## src/rtl/freq_meter_pkg.sv

```systemverilog
// Shared constants for the frequency meter and the clock-divider blocks.
// Holds the FSM encoding, the board clock rate and the default gate/counter sizes.
package freq_meter_pkg;

    localparam logic ST_IDLE    = 1'b0;
    localparam logic ST_MEASURE = 1'b1;

    typedef enum logic {
        IDLE    = ST_IDLE,
        MEASURE = ST_MEASURE
    } state_t;

    localparam int CLK_HZ          = 100_000_000;
    localparam int DEF_GATE_CYCLES = CLK_HZ;
    localparam int DEF_CNT_W       = 27;
    localparam int DEF_SYNC_STAGES = 2;

endpackage

```

## src/rtl/sync_edge_det.sv

```systemverilog
// Synchronizes an async input and flags its rising edges; pulse appears SYNC_STAGES cycles
// after the input rises (no backpressure), and stays inhibited for SYNC_STAGES+1 cycles after reset.
module sync_edge_det
    import freq_meter_pkg::*;
#(
    parameter int SYNC_STAGES = DEF_SYNC_STAGES
) (
    input  logic inClk,
    input  logic rstN,
    input  logic asyncIn,
    output logic risePulse
);

    localparam int INH_W = $clog2(SYNC_STAGES + 2);
    localparam logic [INH_W-1:0] INH_LAST = INH_W'(SYNC_STAGES + 1);

    logic [SYNC_STAGES-1:0] sync_q;
    logic                   prev_q;
    logic [INH_W-1:0]       inh_cnt;

    always_ff @(posedge inClk) begin
        if (!rstN) begin
            sync_q  <= '0;
            prev_q  <= 1'b0;
            inh_cnt <= '0;
        end else begin
            sync_q <= {sync_q[SYNC_STAGES-2:0], asyncIn};
            prev_q <= sync_q[SYNC_STAGES-1];
            if (inh_cnt != INH_LAST)
                inh_cnt <= inh_cnt + 1'b1;
        end
    end

    // A level already high at reset release looks like an edge while the chain fills; mask it.
    assign risePulse = sync_q[SYNC_STAGES-1] & ~prev_q & (inh_cnt == INH_LAST);

endmodule

```

## src/rtl/freq_meter.sv

```systemverilog
// Gated frequency counter: counts sigIn rising edges over GATE_CYCLES clocks; result with a
// valid pulse one cycle after the window closes. No backpressure; start is ignored while busy.
module freq_meter
    import freq_meter_pkg::*;
#(
    parameter int GATE_CYCLES = DEF_GATE_CYCLES,
    parameter int CNT_W       = DEF_CNT_W,
    parameter int SYNC_STAGES = DEF_SYNC_STAGES
) (
    input  logic             inClk,
    input  logic             rstN,
    input  logic             sigIn,
    input  logic             start,
    input  logic             continuous,
    output logic [CNT_W-1:0] freqOut,
    output logic             valid,
    output logic             busy,
    output logic             overflow
);

    localparam int GATE_W = (GATE_CYCLES > 1) ? $clog2(GATE_CYCLES) : 1;
    localparam logic [GATE_W-1:0] GATE_LAST = GATE_W'(GATE_CYCLES - 1);
    localparam logic [CNT_W-1:0]  CNT_MAX   = '1;

    state_t            state;
    logic [GATE_W-1:0] gate_cnt;
    logic [CNT_W-1:0]  edge_cnt;
    logic              ovf_flag;
    logic              rise;
    logic [CNT_W-1:0]  edge_nxt;
    logic              ovf_nxt;

    sync_edge_det #(
        .SYNC_STAGES(SYNC_STAGES)
    ) u_sync (
        .inClk    (inClk),
        .rstN     (rstN),
        .asyncIn  (sigIn),
        .risePulse(rise)
    );

    // Count including this cycle's edge, so the closing cycle can report it directly.
    always_comb begin
        edge_nxt = edge_cnt;
        ovf_nxt  = ovf_flag;
        if (rise) begin
            if (edge_cnt == CNT_MAX)
                ovf_nxt = 1'b1;
            else
                edge_nxt = edge_cnt + 1'b1;
        end
    end

    always_ff @(posedge inClk) begin
        if (!rstN) begin
            state    <= IDLE;
            gate_cnt <= '0;
            edge_cnt <= '0;
            ovf_flag <= 1'b0;
            freqOut  <= '0;
            valid    <= 1'b0;
            busy     <= 1'b0;
            overflow <= 1'b0;
        end else begin
            valid <= 1'b0;
            case (state)
                IDLE: begin
                    if (start || continuous) begin
                        gate_cnt <= '0;
                        edge_cnt <= '0;
                        ovf_flag <= 1'b0;
                        state    <= MEASURE;
                        busy     <= 1'b1;
                    end
                end
                MEASURE: begin
                    if (gate_cnt == GATE_LAST) begin
                        freqOut  <= edge_nxt;
                        overflow <= ovf_nxt;
                        valid    <= 1'b1;
                        gate_cnt <= '0;
                        edge_cnt <= '0;
                        ovf_flag <= 1'b0;
                        if (!continuous) begin
                            state <= IDLE;
                            busy  <= 1'b0;
                        end
                    end else begin
                        gate_cnt <= gate_cnt + 1'b1;
                        edge_cnt <= edge_nxt;
                        ovf_flag <= ovf_nxt;
                    end
                end
                default: begin
                    state <= IDLE;
                    busy  <= 1'b0;
                end
            endcase
        end
    end

endmodule

```

## config.mk

```make
export PLATFORM = sky130hd
export DESIGN_NAME = freq_meter
export DESIGN_NICKNAME = d
export VERILOG_FILES = /design/src/rtl/freq_meter_pkg.sv /design/src/rtl/sync_edge_det.sv /design/src/rtl/freq_meter.sv
export SDC_FILE = /design/constraint.sdc
export NUM_CORES = 1
export LEC_CHECK = 0
export ABC_CLOCK_PERIOD_IN_PS = 2200
export CORE_MARGIN = 2
export CORE_UTILIZATION = 50
export DETAILED_ROUTE_END_ITERATION = 10
export PLACE_DENSITY = 0.74
export SYNTH_ARGS = -nofsm -noshare
export SYNTH_HDL_FRONTEND = slang
export SYNTH_SLANG_ARGS = --single-unit
```

## constraint.sdc

```tcl
create_clock -name inClk -period 2.2 [get_ports inClk]
set_input_delay 0.44 -clock inClk [delete_from_list [all_inputs] [get_ports inClk]]
set_output_delay 0.44 -clock inClk [all_outputs]
set_load 0.05 [all_outputs]
```

==> results of run 1 <==
## final cells by class
type	instances	area (um2)
multi-input combinational	383	2730
clock inverter	6	71.3
fill	678	2800
sequential	91	1820
clock buffer	10	128
tap	108	135
timing repair buffer	108	1050
inverter	5	18.8
## routing by layer
metal | wire [um] | vias up | global-route usage, %
li1 | - | 2101 | -
met1 | 5290 | 2123 | 30.5
met2 | 6260 | 187 | 41.1
met3 | 844 | 23 | 4.22
met4 | 229 | 0 | 8.22
met5 | 0 | - | 0
## what timing repair did
action	4_1_cts	5_1_grt
setup buffers	0	6
setup endpoints to repair	42	65
gates cloned	0	4
pin swaps	1	9
gates resized for setup	7	33
## critical path: stages (launching register included)
cell and delay (ps):
dfxtp_1 320, or4b_1 510, or4_4 500, nor3_4 170, and3_4 250, nor2_4 70
buf_12 180, o2bb2ai_1 120
## synth_stat cells, types with 12 or more instances
cell,instances
a21oi_1,33
a311oi_1,12
a31oi_1,14
and3_1,14
clkbuf_1,18
dfxtp_1,91
nand2_1,45
nand3_1,22
nand4_1,13
nor2_1,34
nor3_1,19
o21ai_0,20
o2bb2ai_2,19
xnor2_1,13
xor2_1,13
## how the worst max path moves through the flow
stage	from	end	slack, ps	cells past startpoint
after global placement	gate_cnt[9]	freqOut[26]	-10	7
after floorplan	gate_cnt[9]	gate_cnt[1]	-10	7
after CTS	gate_cnt[9]	edge_cnt[8]	-20	6
after global routing	gate_cnt[1]	edge_cnt[9]	-90	9
final	gate_cnt[9]	freqOut[24]	-30	7
after detailed placement	gate_cnt[9]	freqOut[6]	-60	7
## where the power goes
| part | switching (mW) | internal, mW | total, mW | leakage (nW) |
|---|---|---|---|---|
| registers | 0.0153 | 1.66 | 1.68 | 0.735 |
| clock network | 0.612 | 0.536 | 1.15 | 0.0935 |
| logic | 0.159 | 0.132 | 0.291 | 1.36 |
| total | 0.786 | 2.33 | 3.12 | 2.19 |
## sequential cells by signal, indices dropped and copies added (netlist names)
name            cells
u_sync.prev_q       1
u_sync.inh_cnt      2
gate_cnt           27
ovf_flag            1
u_sync.sync_q       2
overflow            1
valid               1
state               1
freqOut            27
busy                1
edge_cnt           27
## cell families after synthesis
logic type,count (synthesis)
AND/OR/NAND/NOR,203
flip-flops,91
multiplexers,2
XOR/XNOR,26
buffers and inverters,34
AO/OA/AOI/OAI,149
adder cells (fa/ha/maj),3
## placed cells by master, fill, tap and decap left out, types with 8 or more instances in the layout
cell type	count
o2bb2ai_2	19
nand3_1	20
and2_1	9
buf_4	62
and3_1	12
a311oi_1	11
xnor2_1	13
clkdlybuf4s50_1	34
nand4_1	13
clkbuf_8	9
o211a_1	8
nor2_1	34
xor2_1	13
dfxtp_1	89
nand2_1	43
buf_12	8
nor3_1	16
a31oi_1	14
a21oi_1	30
o21ai_0	15
==> metrics.txt, run 1 <==
Finished Cell Area=0.00596 mm2; CP max FO=12; vias in the first global route=4088; initial antenna violation count=0; Layout Utilization=68.0%; Worst-path clk slew=90 ps; Initial Utilization=51.7%; Power, Total=3.12 mW; EDFF count, synth=0; RSZ-0062 raised after global routing=true; final antenna-violating net count=0; Slew HR=60.6%; Worst-Margin Slew=585 ps; TNS Setup=-326 ps; FFs w/ async S/R, synth=0%; worst r2r dst=freqOut[24]; reg2reg start=gate_cnt[9]; ANT cells=0; worst hold margin=452 ps; synthesized netlist net count=516; GRT Util Overall=24.0%; crit end category=flop; Layout Cells excl Fill=711; FF-to-FF setup slack=-30 ps; first-pass GRT wire length=19.3 mm; final period utilization=101%; Residual DRC=0; minimum clock period=2230 ps; Mapped Avg Cell Area=8.92 um2; Post-Synth Adder-Cell Area=0.828%; status=finished with violations; Netlist cell types=57; worst min path class=reg2reg; area share of the leading cell type in the synthesized netlist=40.2%; total gr overflow=0; Max VDD drop=0.446 mV; mux cell area share after synthesis=0.442%; failing checks=negative setup slack; Mapped Area=0.00453 mm2; Setup crit start kind=flop; clock root cell=clkbuf_8; pwr dens=523 mW/mm2; final setup margin=-29.5 ps; synth warn=0; Final GP Congestion=0.888; die height=99.2 um; DP Area=0.00545 mm2; Worst EP arrival=2480 ps; Synth area leaders=dfxtp_1 (40%), o2bb2ai_2 (6.3%), nand2_1 (3.7%), a21oi_1 (3.6%), nor2_1 (2.8%); worst r2r path cells=7; Layout Nets=606; Die W=99.2 um; # hold bufs at CTS=0; Final Hold Fails=0; post-DP HPWL=8.07 mm; FP Rows=34; largest area contributor in the netlist=dfxtp_1; Hold Crit Depth=1; hold endpoint=u_sync.sync_q[1]; Max Slew Vio Count=0; Lkg Pwr=2.19 nW; top_reg_cell synth=dfxtp_1; Core ar.=0.00876 mm2; CTS buffer count=9; DR vias/cell=6.24; setup violators final=21; Port Buf Inserts=34; die area=0.00984 mm2; Post-Place Worst Slack=-63.6 ps; DR vias=4434; Max Cap Viol=0; post-synthesis xor/xnor area fraction=5.02%; largest family of logic cells by synthesized area=compound AO/OA/AOI/OAI gates; complex-gate fraction of the synthesized area=26.0%; final WL=12.6 mm; drt wl/cell=17.7 um; #FFs+latches synth=91; largest net degree at the start of global routing=37; Req. time, crit path=2450 ps; DR pass1 iterations=5; Cells after DPL=685; share of layout cells above drive strength 1=24.9%; fraction of the mapped netlist area in simple logic gates=23.7%; Clock Path Buffers=2; Area Overhead vs Synth=31.5%; H-tree levels=3; clock sinks=91; clk_lat worst skew=360 ps; Setup CP Type=reg2reg; FMAX=0.449 GHz; Clock Skew=11.3 ps; Mapped Cells=508; DR iter-0 viols=255; hold wc startpoint=u_sync.sync_q[0]; Seq/Total Area, Yosys=40.2%; Ports=35; CTS tree=done
Power figures use the tool's default switching activity.
==> run 2: changes to the inputs <==
SLEW_MARGIN = 20   (was unset)
==> results of run 2 <==
No change in the layout: final DEF, timing and power equal those of run 1.
==> run 3: changes to the inputs <==
SYNTH_HIERARCHICAL = 1   (was unset)
==> run 3 against run 2 <==
  * The flow still finishes with violations (negative setup slack)
  * Sequential share of layout area down 0.74 points
  * Critical endpoint is now edge_cnt[25]
  * Via count up 5.0%
  * Clock power about the same
  * Sequential power about the same
  * Die area down 0.84%
  * Clock skew up 1.4 ps
  * Maximum frequency down 4.7%
==> metrics.txt, run 3 <==
commonest non-fill, non-tap cell in the layout=dfxtp_1 (unchanged); FFs w/ async S/R, synth=0% (unchanged); Setup crit start kind=flop (unchanged); setup violators final=77 (was 21); largest area contributor in the netlist=dfxtp_1 (unchanged); Final GP Congestion=0.915 (was 0.888); Port Buf Inserts=34 (unchanged); largest net degree at the start of global routing=30 (was 37); top_reg_cell synth=dfxtp_1 (unchanged); Synth area leaders=dfxtp_1 (41%), o2bb2ai_1 (4.9%), a21oi_1 (4.2%), xnor2_1 (3.7%), nor2_1 (3.7%) (was dfxtp_1 (40%), o2bb2ai_2 (6.3%), nand2_1 (3.7%), a21oi_1 (3.6%), nor2_1 (2.8%)); die height=98.8 um (was 99.2 um); crit end category=flop (unchanged); Layout Nets=632 (was 606); most frequent cell after synthesis=dfxtp_1 (unchanged); Initial Utilization=51.5% (was 51.7%); Worst-Margin Slew=703 ps (was 585 ps); # hold bufs at CTS=0 (unchanged); Netlist cell types=59 (was 57); pwr dens=504 mW/mm2 (was 523 mW/mm2); Final Hold Fails=0 (unchanged); CTS tree=done (unchanged); Worst-path clk slew=100 ps (was 90 ps); Seq/Total Area, Yosys=40.5% (was 40.2%); Clock Skew=12.8 ps (was 11.3 ps); final antenna-violating net count=0 (unchanged); worst r2r dst=edge_cnt[25] (was freqOut[24]); Ports=35 (unchanged); total gr overflow=0 (unchanged); CP max FO=5 (was 12); worst min path class=reg2reg (unchanged); worst r2r path cells=9 (was 7); DR pass1 iterations=8 (was 5); final setup margin=-140 ps (was -29.5 ps); post-DP HPWL=7.83 mm (was 8.07 mm); worst hold margin=443 ps (was 452 ps); status=finished with violations (unchanged); most frequent cells in the layout=dfxtp_1 (85), buf_4 (77), nor2_1 (41), nand2_1 (34), clkdlybuf4s50_1 (34) (was dfxtp_1 (89), buf_4 (62), nand2_1 (43), nor2_1 (34), clkdlybuf4s50_1 (34)); # fillers=611 (was 678); Clock Path Buffers=2 (unchanged); DR vias/cell=6.32 (was 6.24); final WL=13.5 mm (was 12.6 mm); synth warn=6 (was 0); Cells after DPL=698 (was 685); Top Registers=edge_cnt x27, freqOut x27, gate_cnt x27 (unchanged); CP endpoint=edge_cnt[25] (was freqOut[24]); Slew HR=53.1% (was 60.6%); Residual DRC=0 (unchanged); FF-to-FF setup slack=-140 ps (was -30 ps); TNS Setup=-6090 ps (was -326 ps); CTS buffer count=9 (unchanged); minimum clock period=2340 ps (was 2230 ps); Mapped Cells=515 (was 508); GRT Util Overall=25.0% (was 24.0%); Layout Cells excl Fill=737 (was 711); Max Slew Vio Count=0 (unchanged); reg2reg start=gate_cnt[9] (unchanged); RSZ-0062 raised after global routing=true (unchanged); final period utilization=106% (was 101%); ANT cells=0 (unchanged); Core ar.=0.00872 mm2 (was 0.00876 mm2); die area=0.00976 mm2 (was 0.00984 mm2); synthesized netlist net count=523 (was 516); Worst EP arrival=2580 ps (was 2480 ps); Die W=98.8 um (was 99.2 um); failing checks=negative setup slack (unchanged); clock sinks=91 (unchanged); Setup CP Type=reg2reg (unchanged); Mapped Avg Cell Area=8.72 um2 (was 8.92 um2); FMAX=0.427 GHz (was 0.449 GHz); DR iter-0 viols=277 (was 255); share of layout cells above drive strength 1=28.6% (was 24.9%); area share of the leading cell type in the synthesized netlist=40.5% (was 40.2%); Worst Setup SP=gate_cnt[9] (unchanged); top cells by count, synth=dfxtp_1 (91), nor2_1 (44), a21oi_1 (38), nand2_1 (35), nor3_1 (30) (was dfxtp_1 (91), nand2_1 (45), nor2_1 (34), a21oi_1 (33), nand3_1 (22)); #FFs+latches synth=91 (unchanged); first-pass GRT wire length=20.2 mm (was 19.3 mm); Lkg Pwr=2.29 nW (was 2.19 nW); Area Overhead vs Synth=36.3% (was 31.5%); vias in the first global route=4207 (was 4088); clock root cell=clkbuf_8 (unchanged); Mapped Area=0.00449 mm2 (was 0.00453 mm2); H-tree levels=3 (unchanged); EDFF count, synth=0 (unchanged); DR vias=4655 (was 4434); Req. time, crit path=2440 ps (was 2450 ps); Power, Total=3.09 mW (was 3.12 mW); FP Rows=34 (unchanged); Max Cap Viol=0 (unchanged); initial antenna violation count=0 (unchanged); drt wl/cell=18.3 um (was 17.7 um); clk_lat worst skew=370 ps (was 360 ps); Max VDD drop=0.412 mV (was 0.446 mV); hold wc startpoint=u_sync/sync_q[0] (was u_sync.sync_q[0])
[run 3: cell count changes after synthesis, sizes merged, moves of 5 or more]
cell   delta
xnor2     +6
nand4     +7
nand2    -10
nor3     +10
a41oi     -5
nor2     +10
a21oi     +5
a31oi    -11
o211a     +7
nand3     -8
[run 3: cells by family (layout without fill, tap and decap cells)]
logic type / count (synthesis) / in the layout / synth area share, %
buf+inv: 42 / 153 / 4.59
flops: 91 / 91 / 40.5
fa+ha+maj: 3 / 3 / 0.836
xor+xnor: 29 / 29 / 5.65
simple gates: 208 / 210 / 25.0
compound gates: 139 / 140 / 22.7
mux: 3 / 3 / 0.696
[run 3: worst min-delay path by stage]
stage / end / slack (ps) / cells after the start
floorplan: u_sync/sync_q[1] / 410 / 1
global placement: u_sync/sync_q[1] / 420 / 1
detailed placement: u_sync/sync_q[1] / 420 / 1
CTS: u_sync/sync_q[1] / 440 / 1
global route: u_sync/sync_q[1] / 480 / 1
finish: u_sync/sync_q[1] / 440 / 1
[run 3: power by group]
group | internal (mW) | switching (mW) | total, mW | leakage, nW
Combinational | 0.120 | 0.162 | 0.282 | 1.46
Clock | 0.489 | 0.644 | 1.13 | 0.0945
Sequential | 1.66 | 0.0102 | 1.67 | 0.737
Total | 2.27 | 0.816 | 3.09 | 2.29
[run 3: area by class of cell]
| cell class | count | area [um2] | area share, % |
|---|---|---|---|
| well taps | 108 | 135 | 2.21 |
| multi-input cells | 385 | 2760 | 45.1 |
| clock buffers | 11 | 151 | 2.47 |
| inverters | 8 | 30.0 | 0.490 |
| repair buffers | 129 | 1170 | 19.1 |
| flip-flops and latches | 91 | 1830 | 29.9 |
| clock inverters | 5 | 43.8 | 0.715 |
[run 3: repair_timing]
item,4_1_cts,5_1_grt
setup buffers,3,13
gates cloned,3,4
pin swaps,9,12
endpoints found under the setup margin,60,83
resized for setup,36,54
[run 3: per-stage QoR]
stage	worst slack, ps	util, %	area, um2
finish	-140	70.2	6120
global route	-214	70.2	6120
CTS	-104	65.8	5740
detailed placement	-166	61.7	5380
global placement	-90.0	61.7	5380
floorplan	-64.2	-	4520
[run 3: worst max-delay path, stage by stage, from the launching register on]
cell	delay (ps)
dfxtp_1	320
or4bb_1	480
or3_4	430
o41ai_4	310
buf_6	180
buf_4	130
clkbuf_16	140
o21ai_2	50
nand2_1	80
a21oi_1	90
[run 3: metal layers]
metal / share of wire [%] / GRT usage (%) / vias to the layer above
li1: - / - / 2149
met1: 42 / 34.6 / 2254
met2: 49 / 40.3 / 223
met4: 2.5 / 8.22 / 0
met3: 6.9 / 3.76 / 29
met5: 0 / 0 / -
